$ cat src/rtl/uart_receiver.sv
`default_nettype none
// ============================================================================
// Module      : uart_receiver
// Description : 8N1 UART receiver, 16x oversampled from an internal divider.
//               Delivers each byte with a one-cycle valid strobe (rx_status)
//               or a one-cycle framing-error strobe (rx_err).
// Revision    : 1.0 - initial release
// ============================================================================
module uart_receiver #(
  parameter int unsigned TICK_DIV = 27
) (
  input  logic       sysclk,
  input  logic       reset,
  input  logic       uart_rx,
  output logic [7:0] rx_data,
  output logic       rx_status,
  output logic       rx_err,
  output logic       rx_busy
);

  localparam logic [15:0] C_TICK_LAST = 16'(TICK_DIV - 1);
  localparam logic [3:0]  C_OS_MID    = 4'd7;
  localparam logic [3:0]  C_OS_LAST   = 4'd15;
  localparam logic [3:0]  C_BIT_LAST  = 4'd7;

  typedef enum logic [2:0] {
    S_IDLE      = 3'd0,
    S_START     = 3'd1,
    S_DATA      = 3'd2,
    S_STOP      = 3'd3,
    S_WAIT_HIGH = 3'd4
  } state_t;

  state_t      r_state;
  state_t      w_state_next;
  logic        r_rx_meta;
  logic        r_rx_s;
  logic [15:0] r_tick_cnt;
  logic [3:0]  r_os_cnt;
  logic [3:0]  r_bit_cnt;
  logic [7:0]  r_shreg;
  logic [7:0]  r_rx_data;
  logic        r_rx_status;
  logic        r_rx_err;
  logic        w_tick;
  logic        w_state_chg;
  logic        w_shift_en;
  logic        w_load_data;
  logic        w_frame_err;

  // Two-flop synchronizer; idles high so reset does not look like a start bit.
  always_ff @(posedge sysclk) begin
    if (reset) begin
      r_rx_meta <= 1'b1;
      r_rx_s    <= 1'b1;
    end else begin
      r_rx_meta <= uart_rx;
      r_rx_s    <= r_rx_meta;
    end
  end

  // Oversample tick: one pulse every TICK_DIV cycles while a frame is active.
  assign w_tick = (r_state != S_IDLE) && (r_tick_cnt == C_TICK_LAST);

  // Tick divider, parked at zero in IDLE so each frame starts phase-aligned.
  always_ff @(posedge sysclk) begin
    if (reset || (r_state == S_IDLE) || w_tick) begin
      r_tick_cnt <= '0;
    end else begin
      r_tick_cnt <= r_tick_cnt + 16'd1;
    end
  end

  assign w_state_chg = (w_state_next != r_state);

  // Oversample position within the current bit; restarts on every state change.
  always_ff @(posedge sysclk) begin
    if (reset || w_state_chg) begin
      r_os_cnt <= '0;
    end else if (w_tick) begin
      r_os_cnt <= r_os_cnt + 4'd1;
    end
  end

  // Data-bit counter and LSB-first shift register.
  always_ff @(posedge sysclk) begin
    if (reset) begin
      r_bit_cnt <= '0;
      r_shreg   <= '0;
    end else begin
      if (w_state_chg && (w_state_next == S_DATA)) begin
        r_bit_cnt <= '0;
      end else if (w_shift_en) begin
        r_bit_cnt <= r_bit_cnt + 4'd1;
      end
      if (w_shift_en) begin
        r_shreg <= {r_rx_s, r_shreg[7:1]};
      end
    end
  end

  // Output byte register and registered one-cycle strobes.
  always_ff @(posedge sysclk) begin
    if (reset) begin
      r_rx_data   <= '0;
      r_rx_status <= 1'b0;
      r_rx_err    <= 1'b0;
    end else begin
      if (w_load_data) begin
        r_rx_data <= r_shreg;
      end
      r_rx_status <= w_load_data;
      r_rx_err    <= w_frame_err;
    end
  end

  // FSM state register.
  always_ff @(posedge sysclk) begin
    if (reset) begin
      r_state <= S_IDLE;
    end else begin
      r_state <= w_state_next;
    end
  end

  // FSM next-state and datapath control.
  always_comb begin
    w_state_next = r_state;
    w_shift_en   = 1'b0;
    w_load_data  = 1'b0;
    w_frame_err  = 1'b0;
    case (r_state)
      S_IDLE: begin
        if (!r_rx_s) begin
          w_state_next = S_START;
        end
      end
      S_START: begin
        // Mid start bit: a high line here means the falling edge was a glitch.
        if (w_tick && (r_os_cnt == C_OS_MID)) begin
          w_state_next = r_rx_s ? S_IDLE : S_DATA;
        end
      end
      S_DATA: begin
        if (w_tick && (r_os_cnt == C_OS_LAST)) begin
          w_shift_en = 1'b1;
          if (r_bit_cnt == C_BIT_LAST) begin
            w_state_next = S_STOP;
          end
        end
      end
      S_STOP: begin
        // Leaving at mid stop bit lets a back-to-back start edge be caught.
        if (w_tick && (r_os_cnt == C_OS_LAST)) begin
          if (r_rx_s) begin
            w_load_data  = 1'b1;
            w_state_next = S_IDLE;
          end else begin
            w_frame_err  = 1'b1;
            w_state_next = S_WAIT_HIGH;
          end
        end
      end
      S_WAIT_HIGH: begin
        // A break or stuck-low line must return high before a new frame.
        if (r_rx_s) begin
          w_state_next = S_IDLE;
        end
      end
      default: begin
        w_state_next = S_IDLE;
      end
    endcase
  end

  assign rx_data   = r_rx_data;
  assign rx_status = r_rx_status;
  assign rx_err    = r_rx_err;
  assign rx_busy   = (r_state != S_IDLE);

endmodule
`default_nettype wire

$ cat config.mk
export PLATFORM = sky130hd
export DESIGN_NAME = uart_receiver
export DESIGN_NICKNAME = d
export VERILOG_FILES = /design/src/rtl/uart_receiver.sv
export SDC_FILE = /design/constraint.sdc
export NUM_CORES = 1
export LEC_CHECK = 0
export BUFFER_PORTS_ARGS = -buffer_cell sky130_fd_sc_hd__buf_4
export CAP_MARGIN = 25
export CORE_MARGIN = 5
export CORE_UTILIZATION = 33
export DETAILED_ROUTE_END_ITERATION = 6
export GPL_TIMING_DRIVEN = 0
export PLACE_DENSITY = 0.56
export SLEW_MARGIN = 10
export SYNTH_ARGS = -nofsm -noshare
export SYNTH_HDL_FRONTEND = slang
export SYNTH_SLANG_ARGS = --single-unit
export TNS_END_PERCENT = 10
$ cat constraint.sdc
create_clock -name sysclk -period 2.12 [get_ports sysclk]
set_input_delay 0.212 -clock sysclk [delete_from_list [all_inputs] [get_ports sysclk]]
set_output_delay 0.212 -clock sysclk [all_outputs]
set_load 0.03 [all_outputs]
==> metrics.md <==
| Metric | Value |
|---|---|
| # setup viols final | 0 |
| Worst setup startpoint | r_tick_cnt[9] |
| Leading area contributor after synthesis | dfxtp_1 |
| Remaining global-route overflow | 0 |
| #FFs+latches synth | 47 |
| Peak Freq | 476 MHz |
| CTS Root Cell | clkbuf_8 |
| Num rows | 29 |
| Hold Crit Class | in -> reg |
| Clock Sink Count | 47 |
| Largest net degree at the start of global routing | 17 |
| Worst reg-to-reg setup slack | 0.02 ns |
| CTS max path bufs | 2 |
| Via count | 1,548 |
| Unrepaired setup endpoints after global routing | yes |
| Drt pass-1 iters | 4 |
| Die area | 8150 um2 |
| Layout area overhead | 19.7% |
| RR Startpoint | r_tick_cnt[9] |
| Final core utilization | 40.3% |
| MaxCap Viol Count | 0 |
| Final #Nets | 256 |
| Top Ports | 14 |
| Ys Warns | 0 |
| Vias per inst | 4.73 |
| Fin. max-slew vios | 0 |
| Die height | 90.3 um |
| Slew margin rel. | 66.9% |
| Startpoint types | register |
| WL final | 3950 um |
| Status | finished, final reports clean |
| Cell leakage power | 0.000907 uW |
| Worst path max stage delay | 0.47 ns |
| Layout cells sized above 1 | 21.6% |
| Mapped Area | 2130 um2 |
| CTS Buf Count | 5 |
| Synth top area share | 44.2% |
| Setup crit end kind | register |
| Per-cell routed wire length | 12.1 um |
| Initial antenna violation count | 0 |
| Kind of critical path | reg -> reg |
| Final hold slack | 0.0899 ns |
| Shortest period the worst path allows | 2.10 ns |
| CP max FO | 5 |
| Post-synth EDFFs | 0 |
| Setup WS post-layout | 0.0207 ns |
| Total track usage | 10.1% |
| Initial core utilization | 33.7% |
| Mapped Cells | 224 |
| Cells along the critical path | or3_4 > or4_4 > nor4b_4 > buf_4 > mux2i_1 > nor2_1 |
| Final instance area | 2550 um2 |
| Antenna diodes | 0 |
| Worst-margin pin slew | 0.496 ns |
| Global-route wire length before repair | 6780 um |
| DRT antenna net count | 0 |
| Area after DPL | 2310 um2 |
| Peak VDD IR | 298 uV |
| Vias in the first global route | 1,459 |
| Port Buffers | 12 |
| Mean post-synth cell area | 9.50 um2 |
| CP max-delay cell | or4_4 |
| Routability congestion estimate | 0.785 |
| Core ar. | 6310 um2 |
| Drc violations | 0 |
| Async set-or-reset flop fraction in the synthesized netlist | 0% |
| DPL Wire Length | 2760 um |
| R2R cell count | 6 |
| Synth Flop Type | dfxtp_1 |
| Final Cycle Share | 99.0% |
| R2R Path End | r_shreg[7] |
| H-Tree Depth | 2 |
| CP arrival | 2.28 ns |
| Post-synthesis sequential area ratio | 44.2% |
| CTS tree | built |
| Synth unique cells | 45 |
| Hold buffers post-CTS | 0 |
| Pre-CTS WS | -0.481 ns |
| Die Span X | 90.3 um |
| Pwr Density | 629 nW/um2 |
| Worst EP required | 2.30 ns |
| Fin. Hold Viols | 0 |
| CTS clk-pin slew, worst paths | 0.09 ns |
| Synthesized Nets | 231 |
| Skew-Pair Late Insertion Delay | 0.30 ns |
| Worst setup path endpoint | r_shreg[7] |
| Top cells by area, synth | dfxtp_1 (44%), mux2i_1 (8.5%), nor2_1 (7.9%) |
| Clock Skew | 0.0130 ns |
| Starting DRT DRC Count | 53 |
[metrics by stage]
step	total power, uW	setup TNS, ns	std cells
floorplan	942	0	224
global placement	954	-11.11	313
detailed placement	954	-11.87	313
CTS	1620	-0.00800	324
global route	1660	-0.266	327
finish	1600	0	327
[flip-flops by register name, indices dropped and copies added (netlist names)]
signal,flops
r_rx_meta,1
r_state,3
rx_data,8
r_rx_s,1
rx_status,1
r_tick_cnt,16
rx_err,1
r_shreg,8
r_bit_cnt,4
r_os_cnt,4
[Yosys cell counts, types with 4 or more instances]
library cell  number
clkbuf_8           4
nand3_1            9
nand2b_1           4
ha_1               4
a21oi_1            8
dfxtp_1           47
nand2_1            9
nor4_1             4
mux2i_1           18
xor2_1            10
inv_1              4
nor3_1             9
xnor2_1            8
nor2_1            45
[final cells by class]
class                      count  area [um2]
clock inverter                 3        46.3
inverter                       4        15.0
sequential                    47         945
timing repair buffer          18         148
tap                           77        96.3
fill                         636        3770
buffer                        10         103
multi-input combinational    163        1120
clock buffer                   5        68.8
[critical path: cells and delay by family (launching register included)]
kind / cells / cell delay (ns)
mux: 1 / 0.18
simple gates: 4 / 1.24
buf+inv: 1 / 0.21
flops: 1 / 0.36
[what timing repair did]
| action | CTS | global route |
|---|---|---|
| gates cloned | 0 | 1 |
| setup buffers | 3 | 2 |
| pin swaps | 3 | 1 |
| gates resized for setup | 7 | 8 |
| setup endpoints to repair | 39 | 34 |
[layer usage]
layer	GRT usage, %	wire, um	up-vias
li1	-	-	819
met1	13.3	2080	706
met2	14.9	1660	18
met3	3.00	116	5
met4	5.33	94	0
met5	0	0	-
[report_power, final]
part | internal [uW] | switching (uW)
clock | 355 | 311
sequential | 885 | 2.04
combinational | 18.7 | 28.0
[worst min-delay path by stage]
stage / startpoint / end / slack, ns / cells after the start
floorplan: uart_rx / r_rx_meta / 0.32 / 1
global placement: r_rx_meta / r_rx_s / 0.39 / 1
detailed placement: uart_rx / r_rx_meta / 0.40 / 2
CTS: uart_rx / r_rx_meta / 0.08 / 2
global route: uart_rx / r_rx_meta / 0.09 / 2
finish: uart_rx / r_rx_meta / 0.09 / 2
[cell families (layout without fill, tap and decap cells)]
group | Yosys count | after routing | synth area share [%]
buf+inv | 14 | 40 | 5.23
compound gates | 15 | 15 | 4.59
flops | 47 | 47 | 44.2
fa+ha+maj | 4 | 4 | 2.35
simple gates | 108 | 108 | 27.7
mux | 18 | 18 | 8.47
xor+xnor | 18 | 18 | 7.41
[cells in the final DEF, fill, tap and decap left out, types with 3 or more instances in the layout]
master and instances:
dfxtp_2 3, buf_4 18, a21oi_1 8, and3_1 3
nand2_1 9, mux2i_1 18, inv_1 4, xnor2_1 8
nand2b_1 4, nand3_1 9, nand4_1 3, nor4b_4 3
xor2_1 10, nor2_1 45, ha_1 4, nor3_1 9
clkbuf_8 9, dfxtp_1 44
Power figures use the tool's default switching activity.
